===== src/rtl/pattern_burst_writer_pkg.sv =====
// Shared encodings for the pattern burst writer: pattern modes, FSM states and
// the LFSR constants used by the word generator.
package pattern_burst_writer_pkg;

   typedef enum logic [1:0] {
      MODE_INCR  = 2'd0,
      MODE_CONST = 2'd1,
      MODE_WALK  = 2'd2,
      MODE_LFSR  = 2'd3
   } mode_e;

   typedef enum logic [1:0] {
      ST_IDLE,
      ST_ARM,
      ST_WRITE,
      ST_DONE
   } state_e;

   // Right-shifting Galois form of x^32 + x^22 + x^2 + x + 1.
   localparam logic [31:0] LFSR_POLY      = 32'h8020_0003;
   localparam logic [31:0] LFSR_ZERO_SEED = 32'h0000_0001;

   function automatic logic [31:0] lfsr_next(input logic [31:0] s);
      return (s >> 1) ^ (s[0] ? LFSR_POLY : 32'h0);
   endfunction

endpackage


===== src/rtl/pattern_burst_writer_if.sv =====
// Avalon-MM burst write bus between the pattern writer (master) and memory (slave).
interface pattern_burst_writer_if #(
   parameter int unsigned ADDRESS_WIDTH = 32,
   parameter int unsigned DATA_WIDTH    = 32,
   parameter int unsigned BURST_WIDTH   = 4
);
   logic [ADDRESS_WIDTH-1:0]  master_address;
   logic                      master_write;
   logic [DATA_WIDTH-1:0]     master_writedata;
   logic [BURST_WIDTH-1:0]    master_burstcount;
   logic [DATA_WIDTH/8-1:0]   master_byteenable;
   logic                      master_waitrequest;

   modport master (
      output master_address,
      output master_write,
      output master_writedata,
      output master_burstcount,
      output master_byteenable,
      input  master_waitrequest
   );

   modport slave (
      input  master_address,
      input  master_write,
      input  master_writedata,
      input  master_burstcount,
      input  master_byteenable,
      output master_waitrequest
   );
endinterface


===== src/rtl/pattern_word_gen.sv =====
// Test-pattern word source: word index and LFSR/constant register, restarted by
// load and stepped by advance; the output word is a pure function of that state.
module pattern_word_gen
   import pattern_burst_writer_pkg::*;
#(
   parameter int unsigned DATA_WIDTH = 32
) (
   input  logic                  clk,
   input  logic                  reset,
   input  mode_e                 mode,
   input  logic [31:0]           seed,
   input  logic                  load,
   input  logic                  advance,
   output logic [DATA_WIDTH-1:0] word
);
   localparam int unsigned NB    = DATA_WIDTH / 8;
   localparam int unsigned LANES = DATA_WIDTH / 32;
   localparam int unsigned SHW   = $clog2(DATA_WIDTH);
   localparam logic [DATA_WIDTH-1:0] ONE = {{(DATA_WIDTH-1){1'b0}}, 1'b1};

   // 8-bit index wraps cleanly for both INCR (mod 256) and WALK (mod DATA_WIDTH).
   logic [7:0]  idx_q, idx_d;
   logic [31:0] lfsr_q, lfsr_d;
   logic [7:0]  incr_base;

   always_comb begin
      idx_d  = idx_q;
      lfsr_d = lfsr_q;
      if (load) begin
         idx_d  = '0;
         lfsr_d = (mode == MODE_LFSR && seed == '0) ? LFSR_ZERO_SEED : seed;
      end else if (advance) begin
         idx_d = idx_q + 8'd1;
         if (mode == MODE_LFSR) lfsr_d = lfsr_next(lfsr_q);
      end
   end

   always_ff @(posedge clk) begin
      if (!reset) begin
         idx_q  <= '0;
         lfsr_q <= '0;
      end else begin
         idx_q  <= idx_d;
         lfsr_q <= lfsr_d;
      end
   end

   assign incr_base = 8'(32'(idx_q) * NB);

   always_comb begin
      word = '0;
      unique case (mode)
         MODE_INCR: begin
            for (int unsigned i = 0; i < NB; i++) begin
               word[8*i +: 8] = incr_base + 8'(NB - 1 - i);
            end
         end
         MODE_CONST, MODE_LFSR: word = {LANES{lfsr_q}};
         MODE_WALK:             word = ONE << idx_q[SHW-1:0];
      endcase
   end

endmodule


===== src/rtl/pattern_burst_writer.sv =====
// Frame-oriented Avalon-MM burst writer: fills numbursts fixed-length bursts from
// a base address with a selectable test pattern, optionally repeating frames.
module pattern_burst_writer
   import pattern_burst_writer_pkg::*;
#(
   parameter int unsigned ADDRESS_WIDTH = 32,
   parameter int unsigned DATA_WIDTH    = 32,
   parameter int unsigned BURST_COUNT   = 8,
   parameter int unsigned BURST_WIDTH   = 4,
   parameter int unsigned NBURST_WIDTH  = 16,
   parameter logic [ADDRESS_WIDTH-1:0] BASE_ADDRESS = ADDRESS_WIDTH'(32'h3800_0000)
) (
   input  logic                     clk,
   input  logic                     reset,
   pattern_burst_writer_if.master   bus,
   input  logic                     ctrl_start,
   input  logic                     ctrl_stop,
   input  logic                     ctrl_continuous,
   input  logic [1:0]               ctrl_mode,
   input  logic [ADDRESS_WIDTH-1:0] ctrl_baseaddress,
   input  logic [NBURST_WIDTH-1:0]  ctrl_numbursts,
   input  logic [31:0]              ctrl_seed,
   output logic                     ctrl_busy,
   output logic                     ctrl_done,
   output logic [15:0]              ctrl_frames
);
   localparam int unsigned BURST_BYTES = BURST_COUNT * DATA_WIDTH / 8;
   localparam logic [BURST_WIDTH-1:0] LAST_BEAT = BURST_WIDTH'(BURST_COUNT - 1);

   state_e                    state_q, state_d;
   logic [ADDRESS_WIDTH-1:0]  addr_q, addr_d;
   logic [ADDRESS_WIDTH-1:0]  base_q, base_d;
   mode_e                     mode_q, mode_d;
   logic [31:0]               seed_q, seed_d;
   logic [NBURST_WIDTH-1:0]   nbursts_q, nbursts_d;
   logic [NBURST_WIDTH-1:0]   bursts_q, bursts_d;
   logic [BURST_WIDTH-1:0]    beat_q, beat_d;
   logic                      cont_q, cont_d;
   logic                      write_q, write_d;
   logic                      busy_q, busy_d;
   logic                      stop_q, stop_d;
   logic [15:0]               frames_q, frames_d;

   logic                      stop_pend;
   logic                      gen_load, gen_adv;
   mode_e                     gen_mode;
   logic [31:0]               gen_seed;
   logic [DATA_WIDTH-1:0]     gen_word;

   assign stop_pend = stop_q | ctrl_stop;

   always_comb begin
      state_d   = state_q;
      addr_d    = addr_q;
      base_d    = base_q;
      mode_d    = mode_q;
      seed_d    = seed_q;
      nbursts_d = nbursts_q;
      bursts_d  = bursts_q;
      beat_d    = beat_q;
      cont_d    = cont_q;
      write_d   = write_q;
      busy_d    = busy_q;
      stop_d    = stop_q;
      frames_d  = frames_q;
      gen_load  = 1'b0;
      gen_adv   = 1'b0;
      gen_mode  = mode_q;
      gen_seed  = seed_q;

      unique case (state_q)
         ST_IDLE: begin
            // Generator is loaded from the live inputs in the same cycle they are latched.
            gen_mode = mode_e'(ctrl_mode);
            gen_seed = ctrl_seed;
            if (ctrl_start) begin
               mode_d    = mode_e'(ctrl_mode);
               seed_d    = ctrl_seed;
               base_d    = ctrl_baseaddress;
               addr_d    = ctrl_baseaddress;
               nbursts_d = ctrl_numbursts;
               bursts_d  = ctrl_numbursts;
               cont_d    = ctrl_continuous;
               beat_d    = '0;
               busy_d    = 1'b1;
               frames_d  = '0;
               stop_d    = ctrl_stop;
               gen_load  = 1'b1;
               state_d   = ST_ARM;
            end
         end
         ST_ARM: begin
            stop_d = stop_pend;
            if (bursts_q == '0) begin
               state_d = ST_DONE;
            end else begin
               write_d = 1'b1;
               beat_d  = '0;
               state_d = ST_WRITE;
            end
         end
         ST_WRITE: begin
            stop_d = stop_pend;
            if (write_q && !bus.master_waitrequest) begin
               gen_adv = 1'b1;
               beat_d  = beat_q + BURST_WIDTH'(1);
               if (beat_q == LAST_BEAT) begin
                  write_d  = 1'b0;
                  addr_d   = addr_q + ADDRESS_WIDTH'(BURST_BYTES);
                  bursts_d = bursts_q - NBURST_WIDTH'(1);
                  state_d  = (bursts_q != NBURST_WIDTH'(1) && !stop_pend) ? ST_ARM : ST_DONE;
               end
            end
         end
         ST_DONE: begin
            frames_d = frames_q + 16'd1;
            stop_d   = 1'b0;
            if (cont_q && !stop_pend) begin
               addr_d   = base_q;
               bursts_d = nbursts_q;
               gen_load = 1'b1;
               state_d  = ST_ARM;
            end else begin
               busy_d  = 1'b0;
               state_d = ST_IDLE;
            end
         end
      endcase
   end

   always_ff @(posedge clk) begin
      if (!reset) begin
         state_q   <= ST_IDLE;
         addr_q    <= BASE_ADDRESS;
         base_q    <= BASE_ADDRESS;
         mode_q    <= MODE_INCR;
         seed_q    <= '0;
         nbursts_q <= '0;
         bursts_q  <= '0;
         beat_q    <= '0;
         cont_q    <= 1'b0;
         write_q   <= 1'b0;
         busy_q    <= 1'b0;
         stop_q    <= 1'b0;
         frames_q  <= '0;
      end else begin
         state_q   <= state_d;
         addr_q    <= addr_d;
         base_q    <= base_d;
         mode_q    <= mode_d;
         seed_q    <= seed_d;
         nbursts_q <= nbursts_d;
         bursts_q  <= bursts_d;
         beat_q    <= beat_d;
         cont_q    <= cont_d;
         write_q   <= write_d;
         busy_q    <= busy_d;
         stop_q    <= stop_d;
         frames_q  <= frames_d;
      end
   end

   pattern_word_gen #(
      .DATA_WIDTH (DATA_WIDTH)
   ) u_gen (
      .clk     (clk),
      .reset   (reset),
      .mode    (gen_mode),
      .seed    (gen_seed),
      .load    (gen_load),
      .advance (gen_adv),
      .word    (gen_word)
   );

   assign bus.master_address    = addr_q;
   assign bus.master_write      = write_q;
   assign bus.master_writedata  = write_q ? gen_word : '0;
   assign bus.master_burstcount = BURST_WIDTH'(BURST_COUNT);
   assign bus.master_byteenable = '1;

   assign ctrl_busy   = busy_q;
   assign ctrl_done   = (state_q == ST_DONE);
   assign ctrl_frames = frames_q;

endmodule

===== src/flat_wrapper.sv =====
// flat-port wrapper written by rule: the top's interface ports become plain ports
module pattern_burst_writer_flat import pattern_burst_writer_pkg::*;
#(
   parameter int unsigned ADDRESS_WIDTH = 32,
   parameter int unsigned DATA_WIDTH    = 32,
   parameter int unsigned BURST_COUNT   = 8,
   parameter int unsigned BURST_WIDTH   = 4,
   parameter int unsigned NBURST_WIDTH  = 16,
   parameter logic [ADDRESS_WIDTH-1:0] BASE_ADDRESS = ADDRESS_WIDTH'(32'h3800_0000)
)
  (clk, reset, ctrl_start, ctrl_stop, ctrl_continuous, ctrl_mode, ctrl_baseaddress, ctrl_numbursts, ctrl_seed, ctrl_busy, ctrl_done, ctrl_frames, bus_master_address, bus_master_write, bus_master_writedata, bus_master_burstcount, bus_master_byteenable, bus_master_waitrequest);
  pattern_burst_writer_if #(.ADDRESS_WIDTH(ADDRESS_WIDTH), .DATA_WIDTH(DATA_WIDTH), .BURST_WIDTH(BURST_WIDTH)) bus_i ();
  input  logic clk;
  input  logic reset;
  input  logic ctrl_start;
  input  logic ctrl_stop;
  input  logic ctrl_continuous;
  input  logic [1:0] ctrl_mode;
  input  logic [ADDRESS_WIDTH-1:0] ctrl_baseaddress;
  input  logic [NBURST_WIDTH-1:0] ctrl_numbursts;
  input  logic [31:0] ctrl_seed;
  output logic ctrl_busy;
  output logic ctrl_done;
  output logic [15:0] ctrl_frames;
  output wire logic [$bits(bus_i.master_address)-1:0] bus_master_address;
  output wire logic [$bits(bus_i.master_write)-1:0] bus_master_write;
  output wire logic [$bits(bus_i.master_writedata)-1:0] bus_master_writedata;
  output wire logic [$bits(bus_i.master_burstcount)-1:0] bus_master_burstcount;
  output wire logic [$bits(bus_i.master_byteenable)-1:0] bus_master_byteenable;
  input wire logic [$bits(bus_i.master_waitrequest)-1:0] bus_master_waitrequest;
  assign bus_master_address = bus_i.master_address;
  assign bus_master_write = bus_i.master_write;
  assign bus_master_writedata = bus_i.master_writedata;
  assign bus_master_burstcount = bus_i.master_burstcount;
  assign bus_master_byteenable = bus_i.master_byteenable;
  assign bus_i.master_waitrequest = bus_master_waitrequest;
  pattern_burst_writer #(.ADDRESS_WIDTH(ADDRESS_WIDTH), .DATA_WIDTH(DATA_WIDTH), .BURST_COUNT(BURST_COUNT), .BURST_WIDTH(BURST_WIDTH), .NBURST_WIDTH(NBURST_WIDTH), .BASE_ADDRESS(BASE_ADDRESS)) u_core (.clk(clk), .reset(reset), .bus(bus_i), .ctrl_start(ctrl_start), .ctrl_stop(ctrl_stop), .ctrl_continuous(ctrl_continuous), .ctrl_mode(ctrl_mode), .ctrl_baseaddress(ctrl_baseaddress), .ctrl_numbursts(ctrl_numbursts), .ctrl_seed(ctrl_seed), .ctrl_busy(ctrl_busy), .ctrl_done(ctrl_done), .ctrl_frames(ctrl_frames));
endmodule

===== config.mk =====
export PLATFORM = sky130hd
export DESIGN_NAME = pattern_burst_writer_flat
export DESIGN_NICKNAME = d
export VERILOG_FILES = /design/src/rtl/pattern_burst_writer_pkg.sv /design/src/rtl/pattern_burst_writer_if.sv /design/src/rtl/pattern_word_gen.sv /design/src/rtl/pattern_burst_writer.sv /design/src/flat_wrapper.sv
export SDC_FILE = /design/constraint.sdc
export NUM_CORES = 1
export LEC_CHECK = 0
export ABC_CLOCK_PERIOD_IN_PS = 2250
export BUFFER_PORTS_ARGS = -buffer_cell sky130_fd_sc_hd__buf_4
export CORE_MARGIN = 5
export CORE_UTILIZATION = 45
export DETAILED_ROUTE_END_ITERATION = 8
export PLACE_DENSITY_LB_ADDON = 0.2
export REMOVE_ABC_BUFFERS = 1
export SYNTH_ARGS = -nofsm -noshare
export SYNTH_HDL_FRONTEND = slang
export SYNTH_SLANG_ARGS = --single-unit

===== constraint.sdc =====
create_clock -name clk -period 2.25 [get_ports clk]
set_input_delay 0.225 -clock clk [delete_from_list [all_inputs] [get_ports clk]]
set_output_delay 0.225 -clock clk [all_outputs]
set_load 0.05 [all_outputs]

# --- After elaboration in Yosys (flattened, before gate mapping) ---
# Cells that the tools add are included.
totals:
  reg_bits: 196
  in_bits: 88
  wordCells: 114
classes:
  addsub: 8
  eq_ne: 14
  shifts: 1
  mux: 46
  bitwise_logic: 3
  n_reduce_logical: 27
op_table:
  columns: ["op", "count"]
  rows:
  - ["two-way mux 32 bit", 11]
  - ["case mux 32 bit (3 select lines)", 2]
  - ["two-way mux 16 bit", 5]
  - ["case mux 16 bit (3 select lines)", 1]
  - ["adder 32 x 6 -> 32 bit, second input constant", 1]
  - ["zero test 32 bit", 1]
  - ["case mux 16 bit (2 select lines)", 1]
  - ["left shift 1 x 5 -> 32 bit, first input constant", 1]
  - ["bitwise XOR 31 x 32 -> 32 bit", 1]
  - ["adder 16 x 1 -> 16 bit, second input constant", 1]
  - ["adder 8 x 1 -> 8 bit, second input constant", 2]
  - ["adder 8 x 2 -> 8 bit, second input constant", 2]
  - ["zero test 16 bit", 1]
  - ["inequality test 16 x 1 -> 1 bit, second input constant", 1]
  - ["subtractor 16 x 1 -> 16 bit, second input constant", 1]
  - ["two-way mux 1 bit", 12]
  - ["two-way mux 4 bit", 3]
  - ["case mux 4 bit (3 select lines)", 1]
  - ["two-way mux 2 bit", 5]
  - ["== test 2 bit, second input constant", 4]
  - ["case mux 2 bit (4 select lines)", 1]
  - ["AND reduction 4 bit", 2]
  - ["nonzero test 2 bit", 4]
  - ["inequality test 2 x 1 -> 1 bit, second input constant", 3]
  - ["16 further kinds", 32]

# --- Longest topological paths before layout ---
# Gate-level depths: netlist of the first run.
depth:
  word_depth: 7
  mapped_depth: 9
  ltp_nobuf: 7

# --- By module ---
# From an unflattened synthesis of the first run, not the netlist that was laid out.
unflattened:
  hier_cells: 1349
  area_unflattened_um2: 10528.8
by_module_without_submodules:
  columns: ["mod", "n_inst", "cells_per_inst", "area_each_um2", "seq_area_each_um2"]
  rows:
  - ["pattern_burst_writer", 1, 1054, 8126.5, 3123.0]
  - ["pattern_word_gen", 1, 295, 2402.3, 760.7]

# --- Least setup slack after synthesis of the first run ---
# No wires, ideal clock.
synth_path:
  path_type: "register to output"
  startpoint: "reg u_core.state_q[1]"
  endpoint: "out bus_master_writedata[17]"
  arrival_time_ns: 2.811
  path_slack_ns: -0.786
  stages_incl_launch_ff: 8
  n_path_buf: 1
  cell_sequence: "dfxtp_1 -> inv_1 -> ha_1 -> buf_2 -> mux2_2 -> nor2_1 -> nand4_1 -> a21boi_0"
synth_via:
  elab_chain_len: 6
synth_lines:
  columns: ["item", "line_no", "rtl"]
  rows:
  - ["start: declaration", "pattern_burst_writer.sv:30", "state_e state_q, state_d;"]
  - ["start signal: assignment", "pattern_burst_writer.sv:147", "state_q <= state_d;"]
  - ["zero test 2 bit *", "pattern_burst_writer.sv:71", "unique case (state_q)"]
  - ["two-way mux 2 bit *", "pattern_burst_writer.sv:71", null]
  - ["== test 2 bit / == test 2 x 1 -> 1 bit (equally long branches)", "pattern_word_gen.sv:52", "unique case (mode)"]
  - ["OR reduction 2 bit", "pattern_word_gen.sv:52", null]
  - ["case mux 32 bit (3 select lines) *", "pattern_word_gen.sv:52", null]
  - ["two-way mux 32 bit *", "pattern_burst_writer.sv:177", "assign bus.master_writedata = write_q ? gen_word : '0;"]
  - ["end: declaration", "flat_wrapper.sv:27", "output wire logic [$bits(bus_i.master_writedata)-1:0] bus_master_writedata;"]
# Every way passes the cells marked *; elsewhere a longest branch is shown, timed or not.

# --- Final worst setup path of the first run ---
layout_path:
  startpoint: "reg u_core.state_q[0]"
  endpoint: "out bus_master_writedata[22]"
# Same word-level chain as after synthesis.

==> impl_metrics.tcl, run 1 <==
set metrics [dict create \
    status "complete, but fails checks" \
    violations "negative setup slack" \
    fp.dieH_um 162 \
    drt_iter0_drc 781 \
    die-area_sq_um 26400 \
    grt_pass1_wl_um 51400 \
    cts_tree "built" \
    grt_pass1_vias 9911 \
    start_kind "flip-flop" \
    synth.mux.area_fraction_pct 4.18 \
    cts_made_buffers 17 \
    finalSetupViolCount 32 \
    cp_num_cells 8 \
    startpoint "u_core.state_q[0]" \
    dr.pass1.iters 5 \
    antenna_found_initial 1 \
    rsz0062_at_grt "yes" \
    route.detailed.drc 0 \
    ys.flop_type "dfxtp_1" \
    synth_cell_type_count 82 \
    regArea_sq_um 3890 \
    final_cell_area_sq_um 13300 \
    cp.arrival_ns 2.21 \
    fin_worst_skew_ns 0.0155 \
    clock_latency_ns 0.44 \
    p_leak_nw 5.07 \
    port_buffers 170 \
    cts_root_buf "clkbuf_16" \
    slowest_delay_ns 0.33 \
    synthCells 1360 \
    overflow 0 \
    cap_violations 0 \
    gr-usage-all-layers_pct 23.4 \
    via_per_inst 5.72 \
    drive_gt1_share_pct 22.2 \
    maxSlewHeadroom_pct 55.3 \
    drtAntennaViolNets 0 \
    synth_area_leaders "dfxtp_1 (37%), nand2_1 (8.4%), a21oi_1 (8.0%)" \
    ys_seq_area_share_pct 37.1 \
    clockBufferDepth 2 \
    max_freq_ghz 0.411 \
    routed-via-count 10600 \
    avgSynthCellArea_sq_um 7.69 \
    regToRegStartpoint "u_core.state_q[0]" \
    area_growth_pct 26.8 \
    min_path_type "input port to flip-flop" \
    n_fill_cell 2167 \
    die-width_um 162 \
    synth_edf_count 0 \
    gp_congestion 0.940 \
    synth_top_area_share_pct 37.1 \
    cts_max_level 4 \
    crit_path_end "bus_master_writedata[22]" \
    pre_cts_slack_ns 0.0181 \
    rows 55 \
    synth-seq-cells 194 \
    crit_family "buffers and inverters" \
    cts_sinks 194 \
    finalCritPeriodShare_pct 108 \
    path_class "flip-flop to output port" \
    wl_per_cell_um 17.4 \
    slew_violations 0 \
    rrSetupSlack_ns 0.05 \
    routed_wl_um 32000 \
    synthAdderAreaFrac_pct 2.03 \
    critical_path.max_fanout 14 \
    async_flop_share_pct 0 \
    ios 179 \
    cts_hold_buf 0 \
    grt_start_max_net_pins 82 \
    r2r_cells 10 \
    synth-simple-area-share_pct 24.6 \
    hpwl_um 22300 \
    synth_compound_area_share_pct 25.3 \
    synth_area_sq_um 10500 \
    worstMarginPinSlew_ns 0.670 \
    synthXorXnorAreaFrac_pct 1.17 \
    vdd_drop_max_mv 0.791 \
    period_needed_ns 2.43 \
    mostFrequentLayoutCell "nand2_1" \
    powerDensity_nw_per_um2 1300 \
    nets 1626 \
    setup_slack_ns -0.182 \
    final_cell_mix "nand2_1 (231), buf_4 (219), dfxtp_1 (191), a21oi_1 (164), nor2_1 (87)" \
    crit_path_end_kind "output port" \
    cts.clk_slew.worst_paths_ns 0.08 \
    r2r_end "u_core.u_gen.lfsr_q[25]" \
    n_antenna_cell 0 \
    cp.required_ns 2.03 \
    crit_chain "inv_2 -> ha_4 -> mux2i_4 -> buf_6 -> buf_16 -> nor2_1 -> nor3_1 -> buf_4" \
    synth_top_area_cell "dfxtp_1" \
    cp.buffers_inverters 4 \
    synth_top_family_by_area "compound AO/OA/AOI/OAI gates" \
    dpl_cell_area_sq_um 12200 \
    hold_viol_final 0 \
    yosys_warnings 0 \
    critPathSlowestCell "dfxtp_2" \
    fin_setup_tns_ns -2.75 \
    initial_core_util_pct 45.9 \
    multi_input_area_sq_um 6230 \
    core_sq_um 22800 \
]
-- worst min-delay path, stage by stage --
cell and delay [ns]:
buf_4 0.08, nand2_1 0.04, nand3_1 0.07
-- logic make-up (layout without fill, tap and decap cells) --
kind of cell,after synthesis,in the layout
AO/OA/AOI/OAI,421,421
XOR/XNOR,14,14
adder cells (fa/ha/maj),17,17
buffers and inverters,128,296
flip-flops,194,194
multiplexers,43,43
other,2,8
AND/OR/NAND/NOR,541,541
-- area by class of cell --
cell class	instances	share of cell area, %
sequential	194	29.3
clock buffer	17	3.21
timing repair buffer	246	15.7
clock inverter	15	1.30
tap	313	2.95
multi-input combinational	1044	47.0
inverter	18	0.528
-- cells in the mapped netlist, types with 17 or more instances --
| library cell | count |
|---|---|
| nand3_1 | 25 |
| mux2i_1 | 38 |
| ha_1 | 17 |
| nand2_1 | 233 |
| nor3_1 | 41 |
| dfxtp_1 | 194 |
| buf_2 | 17 |
| nor2_1 | 92 |
| and3_1 | 21 |
| a211oi_1 | 68 |
| a31oi_1 | 22 |
| nand4_1 | 18 |
| clkbuf_1 | 68 |
| a21oi_1 | 167 |
| nor2b_1 | 37 |
| o21ai_0 | 55 |
-- layer usage --
layer	global-route usage (%)	vias to the layer above	routed length, um
met5	0	-	7
met4	6.73	2	528
met3	4.73	40	1940
met2	38.2	315	15100
met1	31.5	5004	14500
li1	-	5211	-
-- registers in the layout, summed over array words and instances, names as in the netlist, 6 cells and up --
register	flops
u_core.ctrl_frames	16
u_core.u_gen.idx_q	6
u_core.u_gen.lfsr_q	32
u_core.bus.master_address	32
u_core.seed_q	32
u_core.base_q	32
u_core.nbursts_q	16
u_core.bursts_q	16
-- stage by stage --
step | std cells | hold WS (ns) | total power (W) | utilization (%)
detailed placement | 1794 | 0.446 | 0.0135 | 53.6
CTS | 1834 | 0.00212 | 0.0171 | 57.3
floorplan | 1256 | 0.297 | 0.0106 | -
global route | 1847 | 0.00982 | 0.0184 | 58.2
global placement | 1794 | 0.442 | 0.0135 | 53.6
finish | 1847 | 0.00983 | 0.0173 | 58.2
-- worst min-delay path by stage --
stage                               startpoint                 to  slack (ns)  depth (start not counted)
after global placement        u_core.seed_q[6]   u_core.seed_q[6]        0.44                          2
final                     ctrl_baseaddress[29]  u_core.base_q[29]        0.01                          3
after detailed placement      u_core.base_q[2]   u_core.base_q[2]        0.45                          2
after floorplan                          reset  u_core.base_q[29]        0.30                          1
after global routing      ctrl_baseaddress[29]  u_core.base_q[29]        0.01                          3
after CTS                 ctrl_baseaddress[29]  u_core.base_q[29]       0.002                          3
-- where the power goes --
| group | leakage, nW | internal, W | switching [W] |
|---|---|---|---|
| sequential | 1.59 | 0.00437 | 0.000918 |
| combinational | 3.18 | 0.00330 | 0.00561 |
| clock | 0.290 | 0.00151 | 0.00158 |
-- timing repair --
item                                   CTS  global route
pin swaps                                6             4
resized for setup                       49            22
cloned                                   2             1
setup endpoints to repair               32            45
setup buffers                            6            12
endpoints found under the hold margin    0             0
No activity file was read; power rests on OpenSTA's default activity.
==> inputs of run 2 (changes only) <==
--- a/config.mk
+++ b/config.mk
@@ -6,10 +6,10 @@
 export NUM_CORES = 1
 export LEC_CHECK = 0
 export ABC_CLOCK_PERIOD_IN_PS = 2250
-export BUFFER_PORTS_ARGS = -buffer_cell sky130_fd_sc_hd__buf_4
 export CORE_MARGIN = 5
 export CORE_UTILIZATION = 45
 export DETAILED_ROUTE_END_ITERATION = 8
+export DONT_BUFFER_PORTS = 1
 export PLACE_DENSITY_LB_ADDON = 0.2
 export REMOVE_ABC_BUFFERS = 1
 export SYNTH_ARGS = -nofsm -noshare
==> run 2 against run 1 <==
  * The flow still finishes with violations (negative setup slack)
  * Global-route usage grew 0.92 points
  * Cell area grew 0.76%
  * Highest routed layer is now met4
  * Sequential power grew 2%
  * Hold slack gained 0.0060 ns
  * Wire length grew 5.5%
  * Sequential share of layout area shrank 0.22 points
  * Clock-buffer cell count is the same
  * Largest power group unchanged
  * Core utilization grew 0.44 points
  * Combinational power shrank 1%
  * Die area is the same
==> impl_metrics.tcl, run 2 (synthesis gave the netlist of run 1 again) <==
set metrics [dict create \
    cap_violations 0 \
    cp.required_ns 2.03 \
    start_kind "flip-flop" \
    finalCritPeriodShare_pct 111 \
    cts_root_buf "clkbuf_16" \
    setup_slack_ns -0.245 \
    hpwl_um 22100 \
    cts.clk_slew.worst_paths_ns 0.08 \
    final_cell_mix "nand2_1 (230), dfxtp_1 (191), a21oi_1 (167), buf_4 (96), nor2_1 (91)" \
    dr.pass1.iters 6 \
    gr-usage-all-layers_pct 24.3 \
    initial_core_util_pct 45.9 \
    slew_violations 0 \
    cts_sinks 194 \
    drive_gt1_share_pct 15.3 \
    final_cell_area_sq_um 13400 \
    p_leak_nw 4.89 \
    area_growth_pct 27.8 \
    port_buffers 0 \
    gp_congestion 0.920 \
    pre_cts_slack_ns 0.111 \
    worstMarginPinSlew_ns 0.636 \
    max_freq_ghz 0.401 \
    overflow 0 \
    grt_start_max_net_pins 57 \
    violations "negative setup slack" \
    min_path_type "input port to flip-flop" \
    fin_hold_ws_ns 0.0158 \
    clock_latency_ns 0.44 \
    status "complete, but fails checks" \
    n_antenna_cell 0 \
    dpl_cell_area_sq_um 11500 \
    rsz0062_at_grt "yes" \
    routed-via-count 10600 \
    rows 55 \
    grt_pass1_wl_um 53000 \
    die-area_sq_um 26400 \
    clockBufferDepth 2 \
    routed_wl_um 33800 \
    core_sq_um 22800 \
    cts_max_level 4 \
    grt_pass1_vias 9785 \
    hold_viol_final 0 \
    wl_per_cell_um 18.6 \
    fp.dieH_um 162 \
    cp.arrival_ns 2.27 \
    instances_no_fill 1816 \
    post-place-cells 1687 \
    route.detailed.drc 0 \
    die-width_um 162 \
    crit_path_end_kind "output port" \
    antenna_found_initial 0 \
    cts_made_buffers 17 \
    via_per_inst 5.84 \
    drt_iter0_drc 991 \
    fin_worst_skew_ns 0.0130 \
    maxSlewHeadroom_pct 57.5 \
    ios 179 \
    period_needed_ns 2.50 \
    powerDensity_nw_per_um2 1300 \
    critical_path.max_fanout 6 \
    cts_tree "built" \
    finalSetupViolCount 32 \
    mostFrequentLayoutCell "nand2_1" \
    drtAntennaViolNets 0 \
    finish.utilization_pct 58.7 \
    nets 1595 \
    vdd_drop_max_mv 0.750 \
    path_class "flip-flop to output port" \
]
==> run 2: per-layer routing <==
metal | GRT usage (%) | part of all wire [%]
met1 | 33.7 | 44
met2 | 38.5 | 46
met3 | 5.16 | 7.3
met4 | 6.81 | 2.4
met5 | 0 | 0
==> run 2: final timing paths <==
kind,startpoint,endpoint,slack [ns],cells after the start
worst min register to register,u_core.seed_q[6],u_core.seed_q[6],0.45,2
worst max register to register,u_core.state_q[0],u_core.u_gen.lfsr_q[6],0.07,11
worst max-delay path,u_core.state_q[0],bus_master_writedata[21],-0.25,9
worst min-delay path,ctrl_baseaddress[28],u_core.base_q[28],0.02,2
==> run 2: layout make-up <==
cell class / instances / area, sq um
clock inverter: 15 / 173
sequential: 194 / 3890
fill: 2013 / 9420
tap: 313 / 392
inverter: 18 / 70.1
timing repair buffer: 215 / 2130
multi-input combinational: 1044 / 6290
clock buffer: 17 / 425
==> run 2: report_power, final <==
part	internal (W)	switching (W)
Sequential	0.00437	0.00105
Clock	0.00159	0.00153
Combinational	0.00328	0.00552
==> run 2: worst max-delay path, cell delays in order, from the launching register on <==
cell	delay (ns)
dfxtp_2	0.33
inv_2	0.08
ha_4	0.19
mux2i_2	0.24
buf_4	0.15
nand2b_4	0.18
clkbuf_16	0.16
a31oi_1	0.05
nor3_1	0.21
buf_4	0.24
==> run 2: metrics by stage <==
stage	TNS, ns	power (W)
3_3_place_gp	0	0.0133
4_1_cts	-5.08	0.0169
6_report	-4.61	0.0173
3_5_place_dp	0	0.0134
2_1_floorplan	-491.00	0.0106
5_1_grt	-7.26	0.0184
==> run 2: timing repair <==
item	CTS	global route
pin swaps	5	10
resized for setup	21	49
hold buffers	85	0
endpoints found under the setup margin	32	43
endpoints found under the hold margin	117	0
buffers inserted	7	1
cloned	1	3
